`src/rtl/frame_link_engine_if.sv`:
```
// -----------------------------------------------------------------------------
// frame_link_engine_if
// Byte-level strobe interface between the frame link engine and the existing
// UART TX/RX cores.
//   tx_byte_data   engine -> UART TX : byte to transmit
//   tx_byte_start  engine -> UART TX : one-cycle start strobe
//   tx_byte_done   UART TX -> engine : one-cycle byte-finished pulse
//   rx_byte_valid  UART RX -> engine : one-cycle received-byte pulse
//   rx_byte_data   UART RX -> engine : received byte, valid with rx_byte_valid
// master = engine side, slave = UART side.
// -----------------------------------------------------------------------------
interface frame_link_engine_if;
    logic [7:0] tx_byte_data;
    logic       tx_byte_start;
    logic       tx_byte_done;
    logic       rx_byte_valid;
    logic [7:0] rx_byte_data;

    modport master (
        output tx_byte_data,
        output tx_byte_start,
        input  tx_byte_done,
        input  rx_byte_valid,
        input  rx_byte_data
    );

    modport slave (
        input  tx_byte_data,
        input  tx_byte_start,
        output tx_byte_done,
        output rx_byte_valid,
        output rx_byte_data
    );
endinterface

```
`src/rtl/frame_link_engine.sv`:
```
// -----------------------------------------------------------------------------
// frame_link_engine
// Frame-level UART link engine. Sends a TX_BYTES-byte frame byte by byte to the
// UART TX core (with GAP_CYC idle cycles before every byte) and assembles
// RX_BYTES-byte frames (SOF0, SOF1, payload, additive checksum) from the UART
// RX core, with SOF hunt/resync and an inter-byte timeout.
//
// Ports:
//   clk, reset_n          clock, asynchronous active-low reset
//   tx_frame_start_i      send request, honoured only while not busy
//   tx_frame_i            frame to send, byte 0 in bits [7:0] goes first
//   tx_busy_o             frame in transmission
//   tx_frame_sent_o       pulse when the last byte has completed
//   rx_frame_o            last good frame (byte 0 = SOF0)
//   rx_frame_done_o       pulse on good frame
//   check_sum_error_o     pulse on checksum mismatch
//   com_no_response_o     pulse on inter-byte timeout
//   rx_err_cnt_o          saturating count of checksum errors + timeouts
//   byte_if               byte strobe handshakes to the UART cores (master)
//
// Optional build macro TX_AUTO_CSUM_EN: when defined, the last TX byte is
// replaced by the mod-256 sum of the preceding shadow bytes.
// -----------------------------------------------------------------------------
//   state    | meaning
//   T_IDLE   | waiting for tx_frame_start_i
//   T_GAP    | idle spacing before the next byte
//   T_START  | strobing the current byte into the UART TX core
//   T_WAIT   | waiting for tx_byte_done
//   R_HUNT0  | looking for SOF0
//   R_HUNT1  | SOF0 seen, expecting SOF1
//   R_DATA   | collecting payload and checksum
// -----------------------------------------------------------------------------
module frame_link_engine #(
    parameter int         TX_BYTES    = 32,
    parameter int         RX_BYTES    = 9,
    parameter logic [7:0] SOF0        = 8'h8E,
    parameter logic [7:0] SOF1        = 8'hAA,
    parameter int         GAP_CYC     = 6,
    parameter int         TIMEOUT_CYC = 50_000_000
) (
    input  logic                    clk,
    input  logic                    reset_n,
    input  logic                    tx_frame_start_i,
    input  logic [8*TX_BYTES-1:0]   tx_frame_i,
    output logic                    tx_busy_o,
    output logic                    tx_frame_sent_o,
    output logic [8*RX_BYTES-1:0]   rx_frame_o,
    output logic                    rx_frame_done_o,
    output logic                    check_sum_error_o,
    output logic                    com_no_response_o,
    output logic [7:0]              rx_err_cnt_o,
    frame_link_engine_if.master     byte_if
);

    localparam int TIW = (TX_BYTES > 1) ? $clog2(TX_BYTES) : 1;
    localparam int RIW = $clog2(RX_BYTES);
    localparam int GW  = (GAP_CYC > 1) ? $clog2(GAP_CYC) : 1;
    localparam int TW  = (TIMEOUT_CYC > 1) ? $clog2(TIMEOUT_CYC) : 1;

    localparam logic [TIW-1:0] TX_LAST  = TIW'(TX_BYTES - 1);
    localparam logic [RIW-1:0] RX_LAST  = RIW'(RX_BYTES - 1);
    localparam logic [GW-1:0]  GAP_LAST = GW'((GAP_CYC > 0) ? GAP_CYC - 1 : 0);
    localparam logic [TW-1:0]  TO_LAST  = TW'(TIMEOUT_CYC - 1);
    localparam logic [7:0]     SOF_SUM  = SOF0 + SOF1;

    typedef enum logic [1:0] {T_IDLE, T_GAP, T_START, T_WAIT} tx_state_t;
    typedef enum logic [1:0] {R_HUNT0, R_HUNT1, R_DATA} rx_state_t;

    // ---------------------------------------------------------------- TX ----
    tx_state_t             tx_state_q, tx_state_d;
    logic [8*TX_BYTES-1:0] shadow_q, shadow_d;
    logic [TIW-1:0]        tx_idx_q, tx_idx_d;
    logic [GW-1:0]         gap_q, gap_d;
    logic [7:0]            tx_data_q, tx_data_d;
    logic                  tx_busy_q, tx_busy_d;
    logic                  tx_sent_q, tx_sent_d;
    logic [7:0]            cur_byte;
`ifdef TX_AUTO_CSUM_EN
    logic [7:0]            csum_q, csum_d;
`endif

    always_ff @(posedge clk or negedge reset_n) begin
        if (!reset_n) begin
            tx_state_q <= T_IDLE;
            shadow_q   <= '0;
            tx_idx_q   <= '0;
            gap_q      <= '0;
            tx_data_q  <= '0;
            tx_busy_q  <= 1'b0;
            tx_sent_q  <= 1'b0;
`ifdef TX_AUTO_CSUM_EN
            csum_q     <= '0;
`endif
        end else begin
            tx_state_q <= tx_state_d;
            shadow_q   <= shadow_d;
            tx_idx_q   <= tx_idx_d;
            gap_q      <= gap_d;
            tx_data_q  <= tx_data_d;
            tx_busy_q  <= tx_busy_d;
            tx_sent_q  <= tx_sent_d;
`ifdef TX_AUTO_CSUM_EN
            csum_q     <= csum_d;
`endif
        end
    end

    always_comb begin
        cur_byte = '0;
        for (int k = 0; k < TX_BYTES; k++) begin
            if (tx_idx_q == TIW'(k)) cur_byte = shadow_q[8*k +: 8];
        end
    end

    always_comb begin
        tx_state_d = tx_state_q;
        shadow_d   = shadow_q;
        tx_idx_d   = tx_idx_q;
        gap_d      = gap_q;
        tx_data_d  = tx_data_q;
        tx_busy_d  = tx_busy_q;
        tx_sent_d  = 1'b0;
`ifdef TX_AUTO_CSUM_EN
        csum_d     = csum_q;
`endif
        case (tx_state_q)
            T_IDLE: begin
                if (tx_frame_start_i) begin
                    shadow_d   = tx_frame_i;
                    tx_idx_d   = '0;
                    gap_d      = '0;
                    tx_busy_d  = 1'b1;
                    tx_state_d = T_GAP;
`ifdef TX_AUTO_CSUM_EN
                    csum_d     = '0;
`endif
                end
            end
            T_GAP: begin
                if (GAP_CYC == 0 || gap_q == GAP_LAST) begin
                    // Data is registered here so it is stable for the whole
                    // T_START strobe cycle and held until the next byte.
`ifdef TX_AUTO_CSUM_EN
                    tx_data_d = (tx_idx_q == TX_LAST) ? csum_q : cur_byte;
                    csum_d    = csum_q + cur_byte;
`else
                    tx_data_d = cur_byte;
`endif
                    tx_state_d = T_START;
                end else begin
                    gap_d = gap_q + 1'b1;
                end
            end
            T_START: begin
                tx_state_d = T_WAIT;
            end
            T_WAIT: begin
                if (byte_if.tx_byte_done) begin
                    if (tx_idx_q == TX_LAST) begin
                        tx_sent_d  = 1'b1;
                        tx_busy_d  = 1'b0;
                        tx_state_d = T_IDLE;
                    end else begin
                        tx_idx_d   = tx_idx_q + 1'b1;
                        gap_d      = '0;
                        tx_state_d = T_GAP;
                    end
                end
            end
            default: tx_state_d = T_IDLE;
        endcase
    end

    assign byte_if.tx_byte_data  = tx_data_q;
    assign byte_if.tx_byte_start = (tx_state_q == T_START);
    assign tx_busy_o             = tx_busy_q;
    assign tx_frame_sent_o       = tx_sent_q;

    // ---------------------------------------------------------------- RX ----
    rx_state_t               rx_state_q, rx_state_d;
    logic [RIW-1:0]          rx_idx_q, rx_idx_d;
    logic [7:0]              sum_q, sum_d;
    logic [8*RX_BYTES-9:0]   stage_q, stage_d;
    logic [8*RX_BYTES-1:0]   rx_frame_q, rx_frame_d;
    logic                    done_q, done_d;
    logic                    cserr_q, cserr_d;
    logic                    nores_q, nores_d;
    logic [TW-1:0]           to_cnt_q, to_cnt_d;
    logic [7:0]              err_cnt_q, err_cnt_d;
    logic                    timeout;

    always_ff @(posedge clk or negedge reset_n) begin
        if (!reset_n) begin
            rx_state_q <= R_HUNT0;
            rx_idx_q   <= '0;
            sum_q      <= '0;
            stage_q    <= '0;
            rx_frame_q <= '0;
            done_q     <= 1'b0;
            cserr_q    <= 1'b0;
            nores_q    <= 1'b0;
            to_cnt_q   <= '0;
            err_cnt_q  <= '0;
        end else begin
            rx_state_q <= rx_state_d;
            rx_idx_q   <= rx_idx_d;
            sum_q      <= sum_d;
            stage_q    <= stage_d;
            rx_frame_q <= rx_frame_d;
            done_q     <= done_d;
            cserr_q    <= cserr_d;
            nores_q    <= nores_d;
            to_cnt_q   <= to_cnt_d;
            err_cnt_q  <= err_cnt_d;
        end
    end

    always_comb begin
        rx_state_d = rx_state_q;
        rx_idx_d   = rx_idx_q;
        sum_d      = sum_q;
        stage_d    = stage_q;
        rx_frame_d = rx_frame_q;
        done_d     = 1'b0;
        cserr_d    = 1'b0;
        nores_d    = 1'b0;
        to_cnt_d   = to_cnt_q;
        err_cnt_d  = err_cnt_q;
        timeout    = 1'b0;

        // Inter-byte timer; a byte arriving on the expiry cycle takes priority.
        if (rx_state_q != R_HUNT0 && !byte_if.rx_byte_valid) begin
            if (to_cnt_q == TO_LAST) timeout  = 1'b1;
            else                     to_cnt_d = to_cnt_q + 1'b1;
        end
        if (byte_if.rx_byte_valid) to_cnt_d = '0;

        case (rx_state_q)
            R_HUNT0: begin
                to_cnt_d = '0;
                if (byte_if.rx_byte_valid && byte_if.rx_byte_data == SOF0)
                    rx_state_d = R_HUNT1;
            end
            R_HUNT1: begin
                if (byte_if.rx_byte_valid) begin
                    if (byte_if.rx_byte_data == SOF1) begin
                        sum_d         = SOF_SUM;
                        rx_idx_d      = RIW'(2);
                        stage_d[15:0] = {SOF1, SOF0};
                        rx_state_d    = R_DATA;
                    end else if (byte_if.rx_byte_data != SOF0) begin
                        rx_state_d = R_HUNT0;
                    end
                end
            end
            R_DATA: begin
                if (byte_if.rx_byte_valid) begin
                    if (rx_idx_q == RX_LAST) begin
                        if (byte_if.rx_byte_data == sum_q) begin
                            rx_frame_d = {byte_if.rx_byte_data, stage_q};
                            done_d     = 1'b1;
                        end else begin
                            cserr_d = 1'b1;
                        end
                        rx_state_d = R_HUNT0;
                    end else begin
                        for (int k = 2; k < RX_BYTES - 1; k++) begin
                            if (rx_idx_q == RIW'(k)) stage_d[8*k +: 8] = byte_if.rx_byte_data;
                        end
                        sum_d    = sum_q + byte_if.rx_byte_data;
                        rx_idx_d = rx_idx_q + 1'b1;
                    end
                end
            end
            default: rx_state_d = R_HUNT0;
        endcase

        if (timeout) begin
            nores_d    = 1'b1;
            to_cnt_d   = '0;
            rx_state_d = R_HUNT0;
        end

        if ((cserr_d || nores_d) && err_cnt_q != 8'hFF)
            err_cnt_d = err_cnt_q + 8'd1;
    end

    assign rx_frame_o        = rx_frame_q;
    assign rx_frame_done_o   = done_q;
    assign check_sum_error_o = cserr_q;
    assign com_no_response_o = nores_q;
    assign rx_err_cnt_o      = err_cnt_q;

endmodule

```
`src/flat_wrapper.sv`:
```
// flat-port wrapper written by rule: the top's interface ports become plain ports
module frame_link_engine_flat 
#(
    parameter int         TX_BYTES    = 32,
    parameter int         RX_BYTES    = 9,
    parameter logic [7:0] SOF0        = 8'h8E,
    parameter logic [7:0] SOF1        = 8'hAA,
    parameter int         GAP_CYC     = 6,
    parameter int         TIMEOUT_CYC = 50_000_000
)
  (clk, reset_n, tx_frame_start_i, tx_frame_i, tx_busy_o, tx_frame_sent_o, rx_frame_o, rx_frame_done_o, check_sum_error_o, com_no_response_o, rx_err_cnt_o, byte_if_tx_byte_data, byte_if_tx_byte_start, byte_if_tx_byte_done, byte_if_rx_byte_valid, byte_if_rx_byte_data);
  frame_link_engine_if byte_if_i ();
  input  logic clk;
  input  logic reset_n;
  input  logic tx_frame_start_i;
  input  logic [8*TX_BYTES-1:0] tx_frame_i;
  output logic tx_busy_o;
  output logic tx_frame_sent_o;
  output logic [8*RX_BYTES-1:0] rx_frame_o;
  output logic rx_frame_done_o;
  output logic check_sum_error_o;
  output logic com_no_response_o;
  output logic [7:0] rx_err_cnt_o;
  output wire logic [$bits(byte_if_i.tx_byte_data)-1:0] byte_if_tx_byte_data;
  output wire logic [$bits(byte_if_i.tx_byte_start)-1:0] byte_if_tx_byte_start;
  input wire logic [$bits(byte_if_i.tx_byte_done)-1:0] byte_if_tx_byte_done;
  input wire logic [$bits(byte_if_i.rx_byte_valid)-1:0] byte_if_rx_byte_valid;
  input wire logic [$bits(byte_if_i.rx_byte_data)-1:0] byte_if_rx_byte_data;
  assign byte_if_tx_byte_data = byte_if_i.tx_byte_data;
  assign byte_if_tx_byte_start = byte_if_i.tx_byte_start;
  assign byte_if_i.tx_byte_done = byte_if_tx_byte_done;
  assign byte_if_i.rx_byte_valid = byte_if_rx_byte_valid;
  assign byte_if_i.rx_byte_data = byte_if_rx_byte_data;
  frame_link_engine #(.TX_BYTES(TX_BYTES), .RX_BYTES(RX_BYTES), .SOF0(SOF0), .SOF1(SOF1), .GAP_CYC(GAP_CYC), .TIMEOUT_CYC(TIMEOUT_CYC)) u_core (.clk(clk), .reset_n(reset_n), .tx_frame_start_i(tx_frame_start_i), .tx_frame_i(tx_frame_i), .tx_busy_o(tx_busy_o), .tx_frame_sent_o(tx_frame_sent_o), .rx_frame_o(rx_frame_o), .rx_frame_done_o(rx_frame_done_o), .check_sum_error_o(check_sum_error_o), .com_no_response_o(com_no_response_o), .rx_err_cnt_o(rx_err_cnt_o), .byte_if(byte_if_i));
endmodule
```
`config.mk`:
```
export PLATFORM = sky130hd
export DESIGN_NAME = frame_link_engine_flat
export DESIGN_NICKNAME = d
export VERILOG_FILES = /design/src/rtl/frame_link_engine_if.sv /design/src/rtl/frame_link_engine.sv /design/src/flat_wrapper.sv
export SDC_FILE = /design/constraint.sdc
export NUM_CORES = 1
export LEC_CHECK = 0
export BUFFER_PORTS_ARGS = -buffer_cell sky130_fd_sc_hd__buf_2
export CAP_MARGIN = 20
export CORE_ASPECT_RATIO = 0.7
export CORE_UTILIZATION = 45
export DETAILED_ROUTE_END_ITERATION = 12
export PLACE_DENSITY = 0.71
export SETUP_SLACK_MARGIN = 0.3
export SLEW_MARGIN = 20
export SYNTH_ARGS = -nofsm -noshare
export SYNTH_HDL_FRONTEND = slang
export SYNTH_SLANG_ARGS = --single-unit
```
`constraint.sdc`:
```
create_clock -name clk -period 4.6 [get_ports clk]
set_input_delay 0.92 -clock clk [delete_from_list [all_inputs] [get_ports clk]]
set_output_delay 0.92 -clock clk [all_outputs]
set_load 0.1 [all_outputs]
```
== Yosys cells after proc, flatten, opt, wreduce, memory -nomap -nowiden ==
Index checks and enable logic that the tools add are counted.
Cells by class
  add/sub/neg operators: 6
  eq/ne operators: 66
  multiplexer cells: 87
  bitwise gates (word level): 1
  reductions and logical operators: 30
Operators by type and width (count)
  two-way mux 8 bit: 36
  two-way mux 26 bit: 5
  == test 5 bit (second input constant): 16
  == test 5 x 4 -> 1 bit (second input constant): 8
  AND reduction 4 bit: 9
  adder 26 x 1 -> 26 bit (second input constant): 1
  == test 26 bit (second input constant): 1
  == test 5 x 3 -> 1 bit (second input constant): 4
  two-way mux 2 bit: 10
  two-way mux 1 bit: 18
  == test 4 x 3 -> 1 bit (second input constant): 4
  == test 8 bit (second input constant): 2
  two-way mux 4 bit: 4
  inequality test 8 bit (second input constant): 2
  case mux 8 bit (2 select lines): 1
  two-way mux 5 bit: 3
  AND reduction 5 bit: 3
  inequality test 2 bit (second input constant): 7
  two-way mux 3 bit: 4
  == test 5 x 2 -> 1 bit (second input constant): 2
  case mux 5 bit (2 select lines): 1
  case mux 3 bit (3 select lines): 1
  adder 8 x 1 -> 8 bit (second input constant): 1
  adder 8 bit: 1
  other kinds (30): 46
Word-level totals
  register bits: 440
  input port bits: 269
  output and inout bits: 94
  logic and storage cells: 213

== Longest topological paths before layout ==
Gate-level depths: netlist (run 1).
  depth in word-level cells: 33
  gate-level depth with buffers: 14
  mapped depth without buffers: 9

== Worst setup path before layout (run 1) ==
No wires, ideal clock.
  kind: reg-to-reg
  start point: register u_core.tx_idx_q[2]
  end point: register u_core.tx_data_q[5] (netlist: u_core.byte_if.tx_byte_data[5])
  library setup time: 0.128 ns
  arrival: 2.872 ns
  setup slack: 1.600 ns
  stages on the path, launching flop included: 15
  path buffers: 6
  clock period less this slack: 3.000 ns
  cells stage by stage: dfrtp_1 -> buf_2 -> clkbuf_1 -> clkbuf_1 -> buf_2 -> clkbuf_1 -> and3_1 -> ha_1 -> clkbuf_1 -> inv_1 -> o21a_1 -> a21oi_1 -> o21bai_1 -> a2bb2oi_1 -> o21ai_0
Between the ends
  cells in the longest elaborated chain, start to end: 33
Ends and longest elaborated chain
  start, declared: RTL line frame_link_engine.sv:72  | logic [TIW-1:0] tx_idx_q, tx_idx_d;
  start signal, assigned: RTL line frame_link_engine.sv:97  | tx_idx_q <= tx_idx_d;
  zero test 5 bit: RTL line frame_link_engine.sv:111  | if (tx_idx_q == TIW'(k)) cur_byte = shadow_q[8*k +: 8];
  two-way mux 8 bit (31 in series): RTL line frame_link_engine.sv:111
  two-way mux 8 bit (*): RTL line frame_link_engine.sv:111
  end signal, assigned: RTL line frame_link_engine.sv:99  | tx_data_q <= tx_data_d;
  end, declared: RTL line frame_link_engine.sv:74  | logic [7:0] tx_data_q, tx_data_d;
Every way passes the cells marked *; elsewhere a longest branch is shown, timed or not.
A chain may end at the register's enable or synchronous reset.

== Worst setup path after layout (run 1) ==
  start point: register u_core.tx_idx_q[1]
  end point: register u_core.tx_data_q[3] (netlist: u_core.byte_if.tx_byte_data[3])
The elaborated chain is that of the path after synthesis.

==> summary.txt, run 1 <==
Detailed routing
  • Avg WL per Cell: 23.65 um
  • Via-per-instance ratio: 5.871
  • WL final: 64,380 um
  • DRC errors left: 0
  • Antenna Violating Nets Remaining: 0
  • First DRT Iteration DRCs: 1,717
  • First-pass DRT Iterations: 7
  • Total number of vias: 15,981

Timing
  • Rel. slew slack: 27.81%
  • Final setup TNS: 0 ns
  • Setup violators final: 0
  • Final period util: 80.67%
  • Slew Limit Fails: 0
  • WHS: 0.2383 ns
  • Highest clock rate: 0.2695 GHz
  • Setup Skew: 0.03474 ns
  • Hold Vio Cnt, Final: 0
  • Worst Max-Slew Pin Slew: 1.076 ns
  • RSZ-0062 raised after global routing: no
  • Fin crit period: 3.711 ns

Synthesis
  • Synth Cell Area: 0.02070 mm^2
  • Mapped Cells: 1,767
  • Largest family of logic cells by synthesized area: multiplexers
  • Register area share after synthesis: 52.33%
  • Syn. warnings: 0
  • Avg Cell Area, Syn: 11.72 um^2
  • Synth Area in Simple Gates: 10.70%
  • Synth cell types: 84
  • EDFF count, synth: 0
  • Synth Flop Type: dfrtp_1
  • Synth Area in XOR/XNOR: 1.607%
  • Mux cell area share after synthesis: 19.73%
  • Async S/R FF share, synth: 100.0%
  • Post-synthesis compound-gate area fraction: 10.58%
  • Yosys reg bits: 433
  • Post-Synth Adder-Cell Area: 1.607%

Placed design
  • HPWL after detailed placement: 48,040 um
  • Buffers added on ports: 354
  • Final GP Congestion: 0.9812
  • Placed cell areas: 0.02305 mm^2

Clock network
  • Clock Latency Late Sink: 0.57 ns
  • CTS tree: built
  • Post-CTS setup buffers: 0
  • Clk sinks: 433
  • H-tree level count: 2
  • Clock root buffer: clkbuf_16
  • Hold_buf cts: 0
  • Number of buffers created by CTS: 43
  • Post-CTS sizing: 0
  • Reg clk slew, reported paths: 0.07 ns
  • Clock buffer depth: 3

Global routing
  • First-pass GRT wire length: 96,890 um
  • Vias in the first global route: 15,735
  • Initial antenna violation count: 11
  • Largest net degree at the start of global routing: 120
  • Global-route usage over all layers: 27.27%
  • GR Overflow Total: 0

Power and ir drop
  • Comb power frac: 29.4%
  • Net Sw Power: 0.004676 W
  • Sw Ratio: 33.56%
  • Maximum VDD drop: 0.3034 mV
  • Internal cell power: 0.009257 W
  • Clk network pwr share: 26.2%
  • Static Leak: 11.33 nW
  • P per Cell Area: 567.7 mW/mm^2
  • Sequential fraction of design power: 44.4%

Floorplanning
  • Row cnt: 65
  • Die W: 258.4 um
  • Die Area: 0.04689 mm^2
  • IO Pins: 363
  • Die height: 181.5 um
  • Core area: 0.04522 mm^2
  • Initial core utilization: 45.79%

Critical path
  • Crit. Startpoint: u_core.tx_idx_q[1]
  • Crit path launch type: flip-flop
  • Crit Path Max Fanout: 38
  • Critical Path RT: 4.99 ns
  • Critical Path, Cell by Cell: inv_1 -> ha_2 -> buf_4 -> or3b_2 -> a21oi_1 -> o21ai_0 -> a21o_1 -> a211oi_1 -> o31ai_1
  • CP arrival: 4.10 ns
  • Slowest CP cell: a211oi_1
  • Worst r2r src: u_core.tx_idx_q[1]
  • Slowest cell delay on critical path: 0.88 ns
  • R2R setup slack: 0.89 ns
  • Worst setup path category: flip-flop to flip-flop
  • CP Capture Type: flip-flop
  • Worst R2R Path Depth: 9
  • CP endpoint: u_core.byte_if.tx_byte_data[3]
  • R2R Path End: u_core.byte_if.tx_byte_data[3]

Cells and area
  • Commonest non-fill, non-tap cells in the layout: 432 x dfrtp_1, 361 x mux2_2, 353 x buf_2
  • Area Overhead vs Synth: 18.53%
  • Design Area, Final: 0.02454 mm^2
  • Commonest non-fill, non-tap cell in the layout: dfrtp_1
  • Post-layout net count: 2,375
  • Layout cells sized above 1: 39.71%

Hold path
  • Hold Crit Class: input pin to asynchronous set/reset pin

Run
  • Max Cap Viol: 0

Run status
  • Status: finished clean
## critical path, delay by kind of cell, from the launching register on
kind            cells  cell delay [ns]
flops               1             0.49
simple gates        1             0.46
buf+inv             2             0.45
fa+ha+maj           1             0.46
compound gates      5             1.68
## power by group through the flow
| stage | registers, W | clock network [W] | logic [W] |
|---|---|---|---|
| 2_1_floorplan | 0.00576 | 0 | 0.00293 |
| 3_3_place_gp | 0.00617 | 0 | 0.00387 |
| 3_5_place_dp | 0.00620 | 0 | 0.00399 |
| 4_1_cts | 0.00615 | 0.00370 | 0.00402 |
| 5_1_grt | 0.00631 | 0.00386 | 0.00439 |
| 6_report | 0.00618 | 0.00365 | 0.00410 |
## sequential cells by signal (all words and copies together), names as in the netlist
register,cells
u_core.check_sum_error_o,1
u_core.shadow_q,256
u_core.tx_state_q,2
u_core.rx_frame_done_o,1
u_core.tx_frame_sent_o,1
u_core.to_cnt_q,26
u_core.com_no_response_o,1
u_core.rx_err_cnt_o,8
u_core.stage_q,49
u_core.byte_if.tx_byte_data,8
u_core.tx_busy_o,1
u_core.rx_idx_q,4
u_core.rx_state_q,2
u_core.sum_q,8
u_core.tx_idx_q,5
u_core.rx_frame_o,57
u_core.gap_q,3
## cell families after synthesis
kind of cell | after synthesis
compound gates | 328
flops | 433
simple gates | 413
mux | 363
xor+xnor | 38
buf+inv | 165
other cells | 1
fa+ha+maj | 26
## Yosys cell counts (17+ instances only)
cell type    n  share of area, %
nor2_1      95               1.7
nor2b_1     25              0.76
mux2_2     361                20
ha_1        25               1.5
nand3_1     36              0.87
xnor2_1     23              0.97
clkbuf_1    83               1.5
a21oi_1     82               2.0
o21ai_0     75               1.8
dfrtp_1    433                52
inv_1       43              0.78
buf_4       17              0.62
nand2_1     94               1.7
and3_1      17              0.51
nor3_1      27              0.65
a221oi_1    19              0.80
## stage by stage
step,power [W],std cells,worst slack [ns],utilization [%]
CTS,0.01387,2710,1.215,54.15
global placement,0.01004,2637,1.224,50.98
global route,0.01457,2722,0.8563,54.27
detailed placement,0.01019,2637,1.250,50.98
finish,0.01393,2722,0.8892,54.27
floorplan,0.008687,1774,1.600,-
## layout make-up
class / count / area [um^2]
inverters: 43 / 161.4
multi-input cells: 1176 / 9208
well taps: 603 / 754.5
clock inverters: 20 / 260.3
clock buffers: 53 / 1174
fillers: 3883 / 20680
repair buffers: 383 / 2120
flip-flops and latches: 433 / 10840
diodes: 11 / 27.53
## worst min-delay path by stage
stage                      start                     to  slack (ns)  depth (start not counted)
2_1_floorplan  u_core.stage_q[1]      u_core.stage_q[1]        0.42                          1
3_3_place_gp   u_core.stage_q[1]      u_core.stage_q[1]        0.46                          1
3_5_place_dp   u_core.stage_q[1]      u_core.stage_q[1]        0.46                          1
4_1_cts        u_core.stage_q[1]      u_core.stage_q[1]        0.47                          1
5_1_grt                  reset_n     u_core.stage_q[24]        0.24                          1
6_report                 reset_n  u_core.rx_frame_o[47]        0.24                          1
## routing by layer
layer | part of all wire, % | global-route usage (%) | vias up
li1 | - | - | 7078
met1 | 44 | 39.35 | 8074
met2 | 42 | 37.81 | 721
met3 | 10 | 8.878 | 106
met4 | 3.3 | 10.32 | 2
met5 | 0.020 | 0 | -
(Power assumes the default switching activity.)
==> run 2, diff against run 1 <==
--- a/config.mk
+++ b/config.mk
@@ -5,12 +5,13 @@
 export SDC_FILE = /design/constraint.sdc
 export NUM_CORES = 1
 export LEC_CHECK = 0
+export ABC_AREA = 1
 export BUFFER_PORTS_ARGS = -buffer_cell sky130_fd_sc_hd__buf_2
 export CAP_MARGIN = 20
 export CORE_ASPECT_RATIO = 0.7
 export CORE_UTILIZATION = 45
 export DETAILED_ROUTE_END_ITERATION = 12
-export PLACE_DENSITY = 0.71
+export PLACE_DENSITY = 0.74
 export SETUP_SLACK_MARGIN = 0.3
 export SLEW_MARGIN = 20
 export SYNTH_ARGS = -nofsm -noshare
==> constraint.sdc (replaced) <==
create_clock -name clk -period 3.4 [get_ports clk]
set_input_delay 0.68 -clock clk [delete_from_list [all_inputs] [get_ports clk]]
set_output_delay 0.68 -clock clk [all_outputs]
set_load 0.1 [all_outputs]
==> summary.txt, run 2 <==
Run status
  • Status: finished with violations
  • Failing checks: setup timing

Floorplanning
  • Die height: 180.6 um (-0.47%)
  • Die Area: 0.04645 mm^2 (-0.94%)
  • Initial core utilization: 45.60% (-0.19 points)
  • Die W: 257.2 um (-0.47%)
  • IO Pins: 363 (unchanged)
  • Core area: 0.04497 mm^2 (-0.54%)
  • Row cnt: 65 (unchanged)

Synthesis
  • Mapped Cells: 2,669 (+51%)
  • Post-synth top cells: 1,196 x nand2_1, 433 x dfrtp_1, 248 x inv_1
  • Synth top area cells: dfrtp_1 53%, nand2_1 22%, o21ai_0 5.9%, inv_1 4.5%, nor2_1 2.6%
  • Avg Cell Area, Syn: 7.684 um^2 (-34%)
  • Share of the synthesized area in the top cell type: 52.83% (+0.50 points)
  • Synth cell types: 46 (-45%)
  • EDFF count, synth: 0 (unchanged)
  • Yosys reg bits: 433 (unchanged)
  • Async S/R FF share, synth: 100.0% (unchanged)
  • Synth Flop Type: dfrtp_1
  • Syn. warnings: 0 (unchanged)
  • Register area share after synthesis: 52.83% (+0.50 points)
  • Top-count cell post-synth: nand2_1
  • Yosys top cell by area: dfrtp_1
  • Synth Cell Area: 0.02051 mm^2 (-0.95%)

Cells and area
  • Fill cells: 4,019 (+3.5%)
  • Post-layout net count: 3,337 (+41%)
  • Most flop-heavy register: u_core.shadow_q
  • Commonest non-fill, non-tap cells in the layout: 1,174 x nand2_1, 430 x dfrtp_1, 353 x buf_2
  • Area Overhead vs Synth: 22.95%
  • Layout cells sized above 1: 20.06% (-20 points)
  • Largest register FFs: 256 (unchanged)
  • Final std cells w/o fill: 3,691 (+36%)
  • Commonest non-fill, non-tap cell in the layout: nand2_1

Critical path
  • R2R setup slack: -0.07 ns (-0.96 ns)
  • R2R Path End: u_core.byte_if.tx_byte_data[0]
  • CP Capture Type: flip-flop
  • Crit path launch type: flip-flop
  • Slowest CP cell: dfrtp_1
  • Crit Path Max Fanout: 5 (-87%)
  • Worst R2R Path Depth: 38 (+29)
  • CP arrival: 3.95 ns (-0.15 ns)
  • Critical Path RT: 3.88 ns (-1.11 ns)
  • Cell mode on critical path: nand2_1
  • Slowest cell delay on critical path: 0.44 ns (-0.44 ns)
  • Worst setup path category: flip-flop to flip-flop
  • Worst r2r src: u_core.tx_idx_q[3]

Timing
  • Slew Limit Fails: 0 (unchanged)
  • WHS: 0.1354 ns (-0.1029 ns)
  • Worst Max-Slew Pin Slew: 1.043 ns (-0.03322 ns)
  • Rel. slew slack: 30.46% (+2.6 points)
  • Final period util: 102.0% (+21 points)
  • Setup Skew: 0.02727 ns (-0.007472 ns)
  • Setup violators final: 8 (+8)
  • RSZ-0062 raised after global routing: yes
  • Hold Vio Cnt, Final: 0 (unchanged)
  • PnR worst setup slack: -0.06822 ns (-0.9574 ns)
  • Fin crit period: 3.468 ns (-0.2426 ns)
  • Highest clock rate: 0.2883 GHz (+7.0%)

Global routing
  • GR Overflow Total: 0 (unchanged)
  • Vias in the first global route: 18,072 (+15%)
  • Largest net degree at the start of global routing: 176 (+47%)
  • Global-route usage over all layers: 25.42% (-1.9 points)
  • Initial antenna violation count: 15 (+4)
  • First-pass GRT wire length: 94,660 um (-2.3%)

Placed design
  • Buffers added on ports: 354 (unchanged)
  • HPWL after detailed placement: 42,360 um (-12%)
  • Final GP Congestion: 0.9213 (-6.1%)
  • Placed Cells: 3,566 (+35%)

Detailed routing
  • First DRT Iteration DRCs: 1,789 (+4.2%)
  • Via-per-instance ratio: 5.095 (-13%)
  • Antenna Violating Nets Remaining: 0 (unchanged)
  • DRC errors left: 0 (unchanged)
  • Avg WL per Cell: 16.38 um (-31%)
  • Met2 routed WL: 27,940 um (+2.6%)
  • Routed length on met1: 26,150 um (-8.1%)
  • First-pass DRT Iterations: 5 (-2)
  • DR top layer: met5
  • Total number of vias: 18,805 (+18%)
  • WL final: 60,460 um (-6.1%)
  • Met3 wire len: 4430 um (-33%)

Power and ir drop
  • Static Leak: 13.62 nW (+20%)
  • Pwr Total: 0.02099 W (+51%)
  • P per Cell Area: 832.7 mW/mm^2 (+47%)
  • Maximum VDD drop: 0.5015 mV (+65%)

Clock network
  • Clk sinks: 433 (unchanged)
  • CTS tree: built
  • Reg clk slew, reported paths: 0.06 ns (about the same)
  • Clock root buffer: clkbuf_16
  • Number of buffers created by CTS: 43 (unchanged)
  • Clock Latency Late Sink: 0.57 ns (about the same)
  • Hold_buf cts: 0 (unchanged)
  • H-tree level count: 2 (unchanged)
  • Clock buffer depth: 3 (unchanged)

Run
  • Max Cap Viol: 0 (unchanged)

Hold path
  • Hold Crit Class: input pin to asynchronous set/reset pin
## run 2: cell count changes in the layout (fill, tap and decap cells not counted), moves of 19 or more
cell,previous run,this run
mux2_2,361,1
inv_1,43,241
nor2_1,94,139
a221oi_1,19,0
nand2_1,93,1174
o21ai_1,1,20
nor2b_1,25,0
o21ai_0,75,222
buf_4,20,56
nand2_2,0,22
## run 2: logic make-up after synthesis
| family | share of synthesized area (%) |
|---|---|
| AO/OA/AOI/OAI | 9.042 |
| XOR/XNOR | 0.8541 |
| adder cells (fa/ha/maj) | 1.623 |
| buffers and inverters | 7.828 |
| flip-flops | 52.83 |
| multiplexers | 0.05490 |
| other | 0.01829 |
| AND/OR/NAND/NOR | 27.75 |
## run 2: metrics by stage
step	setup slack [ns]	TNS, ns	util, %	instance area (um^2)
after floorplan	0.5377	0	-	20530
after global placement	-0.07674	-0.1617	51.08	22970
after detailed placement	-0.1685	-0.6908	51.08	22970
after CTS	0.001575	0	55.48	24950
after global routing	-0.4144	-2.911	56.06	25210
final	-0.06822	-0.2464	56.06	25210
## run 2: layer usage
metal	global-route usage, %	vias up
li1	-	8992
met2	39.34	724
met1	35.60	8954
met5	0	-
met3	4.669	129
met4	9.524	6
## run 2: critical path: cells and delay by family, from the launching register on
kind / cells / cell delay (ns)
simple gates: 33 / 2.15
buf+inv: 3 / 0.46
flops: 1 / 0.44
compound gates: 2 / 0.34
## run 2: timing repair
item	in CTS	in global routing
setup endpoints to repair	8	11
pin swaps	22	26
gates resized for setup	76	43
cloned	3	2
setup buffers	18	11
## run 2: layout make-up
type / instances / area, um^2 / share of cell area, %
clock buffers: 54 / 1187 / 4.709
multi-input cells: 1867 / 8447 / 33.50
flip-flops and latches: 433 / 10840 / 42.99
repair buffers: 435 / 2571 / 10.20
inverters: 260 / 1003 / 3.980
repair inverters: 2 / 13.76 / 0.05459
well taps: 603 / 754.5 / 2.992
clock inverters: 25 / 367.9 / 1.459
diodes: 12 / 30.03 / 0.1191
## run 2: power breakdown
| group | total [W] | switching [W] | internal [W] | leakage (nW) |
|---|---|---|---|---|
| sequential | 0.00815 | 0.00110 | 0.00705 | 5.53 |
| clock | 0.00522 | 0.00217 | 0.00305 | 0.748 |
| combinational | 0.00763 | 0.00508 | 0.00254 | 7.35 |
## run 2: how the worst max path moves through the flow
stage,startpoint,endpoint,cells past startpoint
after floorplan,u_core.tx_idx_q[4],u_core.byte_if.tx_byte_data[5],29
after global placement,u_core.tx_idx_q[1],u_core.byte_if.tx_byte_data[4],40
after detailed placement,u_core.tx_idx_q[1],u_core.byte_if.tx_byte_data[4],40
final,u_core.tx_idx_q[3],u_core.byte_if.tx_byte_data[0],38
after global routing,u_core.tx_idx_q[0],u_core.byte_if.tx_byte_data[2],40
after CTS,u_core.tx_idx_q[1],u_core.byte_if.tx_byte_data[5],42
